File: src/rtl/parity_stream_arbiter_if.sv
// Stream bundle between N_PORTS requesters, the shared parity checker and its response sink.
// The slave modport is the arbiter's view; master is the view of the surrounding environment.
interface parity_stream_arbiter_if #(
    parameter int unsigned N_PORTS = 4,
    parameter int unsigned ID_W    = 2
);
    logic [N_PORTS-1:0]   axis_s_tvalid;
    logic [8*N_PORTS-1:0] axis_s_tdata;
    logic [N_PORTS-1:0]   axis_s_tlast;
    logic [N_PORTS-1:0]   axis_s_tready;
    logic                 axis_m_tvalid;
    logic [7:0]           axis_m_tdata;
    logic                 axis_m_tlast;
    logic [ID_W-1:0]      axis_m_tid;
    logic                 axis_m_tready;

    modport slave (
        input  axis_s_tvalid,
        input  axis_s_tdata,
        input  axis_s_tlast,
        output axis_s_tready,
        output axis_m_tvalid,
        output axis_m_tdata,
        output axis_m_tlast,
        output axis_m_tid,
        input  axis_m_tready
    );

    modport master (
        output axis_s_tvalid,
        output axis_s_tdata,
        output axis_s_tlast,
        input  axis_s_tready,
        input  axis_m_tvalid,
        input  axis_m_tdata,
        input  axis_m_tlast,
        input  axis_m_tid,
        output axis_m_tready
    );
endinterface

File: src/rtl/parity_stream_arbiter.sv
// Round-robin, packet-granular arbiter feeding one XOR parity accumulator; each completed
// packet yields a tagged response burst (FF for odd parity, AB/12/DE for even).
module parity_stream_arbiter #(
    parameter int unsigned N_PORTS = 4,
    parameter int unsigned ID_W    = 2,
    parameter int unsigned CNT_W   = 16
) (
    input  logic                  a_clk,
    input  logic                  axis_aresetn,
    parity_stream_arbiter_if.slave bus,
    output logic                  busy,
    output logic [CNT_W-1:0]      last_len
);

    typedef enum logic [2:0] {
        IDLE   = 3'd0,
        STREAM = 3'd1,
        RESP0  = 3'd2,
        RESP1  = 3'd3,
        RESP2  = 3'd4
    } state_e;

    localparam logic [7:0]       ODD_BEAT  = 8'hFF;
    localparam logic [7:0]       EVEN_B0   = 8'hAB;
    localparam logic [7:0]       EVEN_B1   = 8'h12;
    localparam logic [7:0]       EVEN_B2   = 8'hDE;
    localparam logic [CNT_W-1:0] CNT_MAX   = '1;
    localparam logic [ID_W-1:0]  LAST_PORT = ID_W'(N_PORTS - 1);

    state_e            state_q, state_d;
    logic [ID_W-1:0]   grant_q, grant_d;
    logic [ID_W-1:0]   rr_ptr_q, rr_ptr_d;
    logic              parity_q, parity_d;
    logic [CNT_W-1:0]  beat_cnt_q, beat_cnt_d;
    logic [CNT_W-1:0]  last_len_q, last_len_d;
    logic              m_tvalid_q, m_tvalid_d;
    logic [7:0]        m_tdata_q, m_tdata_d;
    logic              m_tlast_q, m_tlast_d;
    logic [ID_W-1:0]   m_tid_q, m_tid_d;
    logic              busy_q, busy_d;

    logic              sel_valid;
    logic              sel_last;
    logic [7:0]        sel_data;
    logic              req_any;
    logic [ID_W-1:0]   rr_pick;
    int unsigned       rr_idx;
    logic [N_PORTS-1:0] s_tready;
    logic [CNT_W-1:0]  cnt_inc;
    logic              parity_acc;

    // Mux the granted requester's beat onto a single lane.
    always_comb begin
        sel_valid = 1'b0;
        sel_last  = 1'b0;
        sel_data  = 8'h00;
        for (int unsigned i = 0; i < N_PORTS; i++) begin
            if (grant_q == ID_W'(i)) begin
                sel_valid = bus.axis_s_tvalid[i];
                sel_last  = bus.axis_s_tlast[i];
                sel_data  = bus.axis_s_tdata[8*i +: 8];
            end
        end
    end

    // First requester at or after rr_ptr, wrapping modulo N_PORTS.
    always_comb begin
        req_any = 1'b0;
        rr_pick = rr_ptr_q;
        rr_idx  = 0;
        for (int unsigned k = 0; k < N_PORTS; k++) begin
            rr_idx = 32'(rr_ptr_q) + k;
            if (rr_idx >= N_PORTS) begin
                rr_idx = rr_idx - N_PORTS;
            end
            for (int unsigned j = 0; j < N_PORTS; j++) begin
                if (!req_any && (rr_idx == j) && bus.axis_s_tvalid[j]) begin
                    req_any = 1'b1;
                    rr_pick = ID_W'(j);
                end
            end
        end
    end

    // Ready is decoded from registered state and grant only, so at most one bit is ever high.
    always_comb begin
        s_tready = '0;
        for (int unsigned j = 0; j < N_PORTS; j++) begin
            s_tready[j] = (state_q == STREAM) && (grant_q == ID_W'(j));
        end
    end

    assign cnt_inc    = (beat_cnt_q == CNT_MAX) ? beat_cnt_q : beat_cnt_q + CNT_W'(1);
    assign parity_acc = parity_q ^ (^sel_data);

    always_comb begin
        state_d    = state_q;
        grant_d    = grant_q;
        rr_ptr_d   = rr_ptr_q;
        parity_d   = parity_q;
        beat_cnt_d = beat_cnt_q;
        last_len_d = last_len_q;
        m_tvalid_d = m_tvalid_q;
        m_tdata_d  = m_tdata_q;
        m_tlast_d  = m_tlast_q;
        m_tid_d    = m_tid_q;

        unique case (state_q)
            IDLE: begin
                if (req_any) begin
                    grant_d    = rr_pick;
                    parity_d   = 1'b0;
                    beat_cnt_d = '0;
                    state_d    = STREAM;
                end
            end
            STREAM: begin
                if (sel_valid) begin
                    parity_d   = parity_acc;
                    beat_cnt_d = cnt_inc;
                    // Response beat 0 is loaded here so tvalid rises right after tlast.
                    if (sel_last) begin
                        last_len_d = cnt_inc;
                        rr_ptr_d   = (grant_q == LAST_PORT) ? '0 : grant_q + ID_W'(1);
                        m_tvalid_d = 1'b1;
                        m_tid_d    = grant_q;
                        m_tdata_d  = parity_acc ? ODD_BEAT : EVEN_B0;
                        m_tlast_d  = parity_acc;
                        state_d    = RESP0;
                    end
                end
            end
            RESP0: begin
                if (bus.axis_m_tready) begin
                    if (parity_q) begin
                        m_tvalid_d = 1'b0;
                        m_tdata_d  = 8'h00;
                        m_tlast_d  = 1'b0;
                        state_d    = IDLE;
                    end else begin
                        m_tdata_d  = EVEN_B1;
                        state_d    = RESP1;
                    end
                end
            end
            RESP1: begin
                if (bus.axis_m_tready) begin
                    m_tdata_d = EVEN_B2;
                    m_tlast_d = 1'b1;
                    state_d   = RESP2;
                end
            end
            RESP2: begin
                if (bus.axis_m_tready) begin
                    m_tvalid_d = 1'b0;
                    m_tdata_d  = 8'h00;
                    m_tlast_d  = 1'b0;
                    state_d    = IDLE;
                end
            end
            default: begin
                state_d = IDLE;
            end
        endcase

        busy_d = (state_d != IDLE);
    end

    always_ff @(posedge a_clk) begin
        if (axis_aresetn) begin
            state_q    <= IDLE;
            grant_q    <= '0;
            rr_ptr_q   <= '0;
            parity_q   <= 1'b0;
            beat_cnt_q <= '0;
            last_len_q <= '0;
            m_tvalid_q <= 1'b0;
            m_tdata_q  <= 8'h00;
            m_tlast_q  <= 1'b0;
            m_tid_q    <= '0;
            busy_q     <= 1'b0;
        end else begin
            state_q    <= state_d;
            grant_q    <= grant_d;
            rr_ptr_q   <= rr_ptr_d;
            parity_q   <= parity_d;
            beat_cnt_q <= beat_cnt_d;
            last_len_q <= last_len_d;
            m_tvalid_q <= m_tvalid_d;
            m_tdata_q  <= m_tdata_d;
            m_tlast_q  <= m_tlast_d;
            m_tid_q    <= m_tid_d;
            busy_q     <= busy_d;
        end
    end

    assign bus.axis_s_tready = s_tready;
    assign bus.axis_m_tvalid = m_tvalid_q;
    assign bus.axis_m_tdata  = m_tdata_q;
    assign bus.axis_m_tlast  = m_tlast_q;
    assign bus.axis_m_tid    = m_tid_q;
    assign busy              = busy_q;
    assign last_len          = last_len_q;

endmodule

File: src/flat_wrapper.sv
// flat-port wrapper written by rule: the top's interface ports become plain ports
module parity_stream_arbiter_flat 
#(
    parameter int unsigned N_PORTS = 4,
    parameter int unsigned ID_W    = 2,
    parameter int unsigned CNT_W   = 16
)
  (a_clk, axis_aresetn, busy, last_len, bus_axis_s_tvalid, bus_axis_s_tdata, bus_axis_s_tlast, bus_axis_s_tready, bus_axis_m_tvalid, bus_axis_m_tdata, bus_axis_m_tlast, bus_axis_m_tid, bus_axis_m_tready);
  parity_stream_arbiter_if #(.N_PORTS(N_PORTS), .ID_W(ID_W)) bus_i ();
  input  logic a_clk;
  input  logic axis_aresetn;
  output logic busy;
  output logic [CNT_W-1:0] last_len;
  input wire logic [$bits(bus_i.axis_s_tvalid)-1:0] bus_axis_s_tvalid;
  input wire logic [$bits(bus_i.axis_s_tdata)-1:0] bus_axis_s_tdata;
  input wire logic [$bits(bus_i.axis_s_tlast)-1:0] bus_axis_s_tlast;
  output wire logic [$bits(bus_i.axis_s_tready)-1:0] bus_axis_s_tready;
  output wire logic [$bits(bus_i.axis_m_tvalid)-1:0] bus_axis_m_tvalid;
  output wire logic [$bits(bus_i.axis_m_tdata)-1:0] bus_axis_m_tdata;
  output wire logic [$bits(bus_i.axis_m_tlast)-1:0] bus_axis_m_tlast;
  output wire logic [$bits(bus_i.axis_m_tid)-1:0] bus_axis_m_tid;
  input wire logic [$bits(bus_i.axis_m_tready)-1:0] bus_axis_m_tready;
  assign bus_i.axis_s_tvalid = bus_axis_s_tvalid;
  assign bus_i.axis_s_tdata = bus_axis_s_tdata;
  assign bus_i.axis_s_tlast = bus_axis_s_tlast;
  assign bus_axis_s_tready = bus_i.axis_s_tready;
  assign bus_axis_m_tvalid = bus_i.axis_m_tvalid;
  assign bus_axis_m_tdata = bus_i.axis_m_tdata;
  assign bus_axis_m_tlast = bus_i.axis_m_tlast;
  assign bus_axis_m_tid = bus_i.axis_m_tid;
  assign bus_i.axis_m_tready = bus_axis_m_tready;
  parity_stream_arbiter #(.N_PORTS(N_PORTS), .ID_W(ID_W), .CNT_W(CNT_W)) u_core (.a_clk(a_clk), .axis_aresetn(axis_aresetn), .bus(bus_i), .busy(busy), .last_len(last_len));
endmodule
File: config.mk
export PLATFORM = sky130hd
export DESIGN_NAME = parity_stream_arbiter_flat
export DESIGN_NICKNAME = d
export VERILOG_FILES = /design/src/rtl/parity_stream_arbiter_if.sv /design/src/rtl/parity_stream_arbiter.sv /design/src/flat_wrapper.sv
export SDC_FILE = /design/constraint.sdc
export NUM_CORES = 1
export LEC_CHECK = 0
export CORE_ASPECT_RATIO = 1.1
export CORE_MARGIN = 4
export CORE_UTILIZATION = 50
export CTS_CLUSTER_DIAMETER = 30
export DETAILED_ROUTE_END_ITERATION = 7
export GPL_TIMING_DRIVEN = 0
export PLACE_DENSITY = 0.86
export SLEW_MARGIN = 20
export SYNTH_ARGS = -nofsm -noshare
export SYNTH_HDL_FRONTEND = slang
export SYNTH_SLANG_ARGS = --single-unit
File: constraint.sdc
create_clock -name a_clk -period 3 [get_ports a_clk]
set_input_delay 0.6 -clock a_clk [delete_from_list [all_inputs] [get_ports a_clk]]
set_output_delay 0.6 -clock a_clk [all_outputs]
set_load 0.1 [all_outputs]
==> results.yml <==
timing:
  hold_ws_ns: 0.462
  setup_viol: 0
  fin_crit_ns: 2.79
  fmax_ghz: 0.359
  setup_ws_ns: 0.214
  worstMarginPinSlew_ns: 0.983
  slew_headroom_pct: 34.2
  drv_slew: 0
  rsz0062_at_grt: "true"
  fin_crit_sh_pct: 92.9
  hold_viol: 0
  skew_ns: 0.0113
die:
  die_h_um: 90.6
  die_area_um2: 7530
  ios: 76
  core.rowCount: 29
  core_area_um2: 5910
  die_w_um: 83.1
  initial_core_util_pct: 52.5
synthesis:
  yosys.cell_types.count: 60
  synthesis.area_um2: 3100
  syn_area_per_cell_um2: 7.88
  ys.flop_type: "dfxtp_1"
  yosysWarningCount: 0
  ys_seq_area_share_pct: 32.2
  synth_cells: 394
  synth.cells.most_frequent: "dfxtp_1, nand2_1, nor2_1"
  async_reset_ff_share_pct: 0
  synth.most_common_cell: "dfxtp_1"
  ys_ff_latch: 50
  synth_area_leader_cell: "dfxtp_1"
  synth_area_leaders: "dfxtp_1, xnor2_1, a21oi_1, nand2_1, nor2_1"
  synth_nets: 442
  synth_enable_flop_cells: 0
  synth_top_cell_area_share_pct: 32.2
worst_setup_path:
  r2r-start: "u_core.grant_q[0]$_SDFFE_PP0P_"
  reg2reg_setup_slack_ns: 0.22
  required_ns: 2.40
  cp_max_fo: 10
  cp-endpoint: "bus_axis_s_tready[1]"
  cp-end-kind: "output pin"
  critPathKind: "flop to output pin"
  crit_path_start_kind: "flop"
  arrival_ns: 2.19
  r2r-end: "u_core.beat_cnt_q[10]$_SDFFE_PP0P_"
  r2r_cells: 11
  startpoint: "u_core.state_q[1]$_SDFF_PP0_"
run:
  maxCapViolations: 0
pwr:
  ir_drop_v: 0.000436
  p_int_uw: 1420
  p_switching_uw: 1250
  power.switching_fraction_pct: 46.7
  combPwrFrac_pct: 52.8
  p_per_area_nw_per_um2: 653
  sequentialPowerShare_pct: 29.7
  p_leak_uw: 0.00139
  clkPwrFrac_pct: 17.5
cells_and_area:
  area_growth_pct: 31.6
  final_util_pct: 69.1
  num-nets-final: 523
  final_area_um2: 4080
  drive_gt1_share_pct: 7.56
  diodes: 0
clock_network:
  cts_tree: "done"
  clk_path_buf_depth: 2
  clkTransAtPathRegs_ns: 0.09
  htree_levels: 2
  cts_made_buffers: 5
  cts.sinks: 50
  clk_latency_ns: 0.31
  root_buffer: "clkbuf_8"
route:
  first_pass_iters: 4
  dr_total_vias: 3235
  drc: 0
  ant_nets: 0
  vias_per_cell: 5.85
  first_iter_violations: 159
  postRouteWirelength_um: 8600
  wl_per_cell_um: 15.5
global_route:
  grt_pass1_wl_um: 14500
  grt_max_degree: 16
  grt_overflow: 0
  grt_pass1_vias: 3167
  antenna_found_initial: 0
  track_usage_pct: 22.6
placement:
  dpl.hpwl_um: 6470
  gp_congestion: 0.921
  port_buffers: 74
  placed_area_um2: 3940
  post-place-ws_ns: -0.438
worst_hold_path:
  hold_class: "flop to flop"
run_status:
  status: "finished, final reports clean"
[state kept, by name, summed over array words and instances, names as in the netlist]
register                  flops
u_core.state_q                3
u_core.bus.axis_m_tlast       1
u_core.bus.axis_m_tid         2
u_core.rr_ptr_q               2
u_core.bus.axis_m_tvalid      1
u_core.bus.axis_m_tdata       5
u_core.last_len              16
u_core.grant_q                2
u_core.beat_cnt_q            16
u_core.parity_q               1
u_core.busy                   1
[power groups by stage]
stage	combinational [uW]	sequential [uW]	clock, uW
floorplan	676	1150	0
global placement	1350	802	0
detailed placement	1380	807	0
CTS	1390	791	470
global route	1500	801	504
finish	1410	792	465
[how the worst min path moves through the flow]
stage | startpoint | end | slack, ns | cells after the start
detailed placement | u_core.last_len[15]$_SDFFE_PP0P_ | u_core.last_len[15]$_SDFFE_PP0P_ | 0.45 | 2
CTS | u_core.last_len[14]$_SDFFE_PP0P_ | u_core.last_len[14]$_SDFFE_PP0P_ | 0.47 | 2
global placement | u_core.last_len[14]$_SDFFE_PP0P_ | u_core.last_len[14]$_SDFFE_PP0P_ | 0.44 | 2
floorplan | u_core.grant_q[1]$_SDFFE_PP0P_ | u_core.bus.axis_m_tid[1]$_SDFFE_PP0P_ | 0.46 | 2
global route | u_core.last_len[2]$_SDFFE_PP0P_ | u_core.last_len[2]$_SDFFE_PP0P_ | 0.49 | 2
finish | u_core.last_len[14]$_SDFFE_PP0P_ | u_core.last_len[14]$_SDFFE_PP0P_ | 0.46 | 2
[worst max-delay path: stages, from the launching register on]
cell	delay, ns
dfxtp_1	0.40
clkbuf_1	0.32
nor3_4	0.41
and2_1	0.19
clkdlybuf4s15_2	0.56
[metal layers]
| metal | share of wire (%) | wire length (um) | up-vias | global-route usage, % |
|---|---|---|---|---|
| li1 | - | - | 1596 | - |
| met1 | 42 | 3630 | 1490 | 26.1 |
| met2 | 49 | 4230 | 129 | 39.8 |
| met3 | 6.6 | 566 | 20 | 5.75 |
| met4 | 2.0 | 173 | 0 | 8.86 |
| met5 | 0 | 0 | - | 0 |
[through the flow]
step	total power (uW)	TNS, ns	std cells
3_3_place_gp	2160	-1.73	545
3_5_place_dp	2190	-2.63	545
2_1_floorplan	1830	0	394
6_report	2670	0	553
5_1_grt	2800	-0.0199	553
4_1_cts	2650	0	553
[timing repair]
item / CTS / global route
pin swaps: 0 / 0
setup endpoints to repair: 4 / 22
gates resized for setup: 13 / 8
buffers inserted: 0 / 0
hold buffers: 0 / 0
[cell usage in the layout (no fill, tap or decap), types with 9 or more instances in the layout]
cell,count
a211oi_1,16
a21oi_1,32
clkbuf_1,18
clkdlybuf4s50_1,70
dfxtp_1,50
nand2_1,40
nand3_1,16
nor2_1,35
nor3_1,9
o21ai_0,14
xnor2_1,19
xor2_1,11
[kinds of logic after synthesis]
family | synth area share (%)
multiplexers | 2.06
AO/OA/AOI/OAI | 25.8
adder cells (fa/ha/maj) | 2.02
XOR/XNOR | 8.46
AND/OR/NAND/NOR | 23.4
flip-flops | 32.2
buffers and inverters | 6.05
[area by class of cell]
class | instances | area, um2
Inverter | 8 | 30.0
Tap cell | 77 | 96.3
Buffer | 34 | 163
Sequential cell | 50 | 1000
Fill cell | 472 | 1830
Multi-Input combinational cell | 302 | 1940
Timing Repair Buffer | 74 | 746
Clock buffer | 5 | 68.8
Clock inverter | 3 | 40.0
Note: power is estimated with default switching activity, not from simulation.
==> variant, RTL diff (same flow settings) <==
The 5 states of `state_e` get a one-hot encoding in 5 bits.
--- a/src/rtl/parity_stream_arbiter.sv
+++ b/src/rtl/parity_stream_arbiter.sv
@@ -13,10 +13,10 @@
 );
 
-    typedef enum logic [2:0] {
-        IDLE   = 3'd0,
-        STREAM = 3'd1,
-        RESP0  = 3'd2,
-        RESP1  = 3'd3,
-        RESP2  = 3'd4
+    typedef enum logic [4:0] {
+        IDLE   = 5'b00001,
+        STREAM = 5'b00010,
+        RESP0  = 5'b00100,
+        RESP1  = 5'b01000,
+        RESP2  = 5'b10000
     } state_e;
 
Behaviour: same outputs for any inputs over 4 cycles, from zero or initial values and one cycle with axis_aresetn high; so few cycles prove little.
==> variant against the unedited design <==
Final cell count is 1.1% lower; synthesized cell count fell by 1.5%; worst setup slack worse by 0.024 ns; critical path depth increased by 1; worst hold slack gained 0.0069 ns; wire length decreased by 9.2%; sequential cell count grew 2; sequential share of layout area increased by 1.3 points; clock skew is 0.0039 ns lower; design area decreased by 1.4%; synthesized area is 1.0% lower; count of clock-buffer cells in the layout up 1.
Power is not compared: it rests on default switching activity, and its combinational part moved more than twofold at a synthesized area within 25%.
==> variant: results (changes against the unedited design) <==
metric;value;unit;change
fill_cells;494;;+4.7%
yosysSeqAreaShare;0.339;;+0.0163
viasPerCell;5.74;;-1.9%
grt_pass1_vias;2871;;-9.3%
final_nets;517;;-1.1%
status;finished, final reports clean;;
grt_pass1_wl;12.8;mm;-12%
period_share;0.937;;+0.00809
gr-total-overflow;0;;unchanged
synth.top_cells.by_count;55 x nor2_1, 52 x dfxtp_1, 33 x a21oi_1;;
dr_wl_met2;3.96;mm;-6.5%
synth_nets;436;;-1.4%
drt_first_iter_violations;214;;+35%
route.met3.wl;447;µm;-21%
arrival;2.21;ns;+0.02 ns
gp_congestion;0.870;;-5.6%
dpl.hpwl;6.02;mm;-7.0%
cts_buffers;5;;unchanged
worstHoldStart;u_core.last_len[0];;
clock_latency;0.31;ns;about the same
r2r-end;u_core.bus.axis_m_tdata[6];;
wl_met1;3.27;mm;-9.8%
cts_root_buf;clkbuf_8;;
fin_worst_skew;0.00740;ns;-0.00391 ns
synth_cell_types;58;;-3.3%
r2r_cells;10;;-1
dr.pass1.iters;5;;+1
tightest_slew;0.971;ns;-0.0127 ns
wl_per_cell;14.3;µm;-8.2%
timing.hold.ws;0.469;ns;+0.00688 ns
synth.area.top_cells;dfxtp_1 34%, nor2_1 6.7%, xnor2_1 5.4%;;
hold_path_end;u_core.last_len[0];;
grt_max_degree;17;;+1
drive_above_1_share;0.0787;;+0.00309
-- variant: stage by stage --
step | setup WS (ns) | area (µm²) | utilization | instances
2_1_floorplan | 0.669 | 3070 | - | 388
3_3_place_gp | -0.0223 | 3910 | 0.665 | 539
3_5_place_dp | -0.0276 | 3910 | 0.665 | 539
4_1_cts | 0.214 | 4030 | 0.685 | 547
5_1_grt | 0.0687 | 4030 | 0.685 | 547
6_report | 0.189 | 4030 | 0.685 | 547
-- variant: how the worst max path moves through the flow --
stage,startpoint,slack [ns],cells after the start,end
2_1_floorplan,u_core.state_q[2],0.67,4,bus_axis_s_tready[0]
3_3_place_gp,u_core.state_q[2],-0.02,5,bus_axis_s_tready[0]
3_5_place_dp,u_core.state_q[2],-0.03,5,bus_axis_s_tready[0]
4_1_cts,u_core.state_q[2],0.21,5,bus_axis_s_tready[0]
5_1_grt,u_core.grant_q[0],0.07,10,u_core.bus.axis_m_tdata[6]
6_report,u_core.state_q[2],0.19,5,bus_axis_s_tready[2]
-- variant: per-layer routing --
layer | GRT usage | vias to the layer above
met3 | 0.0330 | 15
li1 | - | 1534
met5 | 0 | -
met1 | 0.262 | 1480
met2 | 0.376 | 111
met4 | 0.0599 | 0
-- variant: power by group --
group / internal [mW] / switching, mW / total (mW) / leakage, nW
Combinational: 0.247 / 0.440 / 0.687 / 0.922
Clock: 0.252 / 0.234 / 0.486 / 0.0558
Sequential: 0.721 / 0.0273 / 0.748 / 0.420
-- variant: cells by family (layout without fill, tap and decap cells) --
logic type	count (synthesis)	after routing	synth area share
compound gates	102	102	0.224
xor+xnor	36	36	0.103
fa+ha+maj	5	5	0.0204
buf+inv	39	121	0.0562
flops	52	52	0.339
mux	4	4	0.0134
simple gates	150	150	0.244
-- variant: cell type report --
| class | instances | area [µm²] | share of cell area |
|---|---|---|---|
| plain buffers | 32 | 146 | 0.0364 |
| clock buffers | 6 | 72.6 | 0.0180 |
| clock inverters | 2 | 38.8 | 0.00963 |
| inverters | 7 | 26.3 | 0.00653 |
| multi-input cells | 297 | 1860 | 0.462 |
| flip-flops and latches | 52 | 1040 | 0.259 |
| well taps | 77 | 96.3 | 0.0239 |
| repair buffers | 74 | 746 | 0.185 |
-- variant: critical path: cells and delay by family (launching register included) --
kind / cells / cell delay (ns)
buf+inv: 2 / 0.74
flops: 1 / 0.32
simple gates: 3 / 0.85
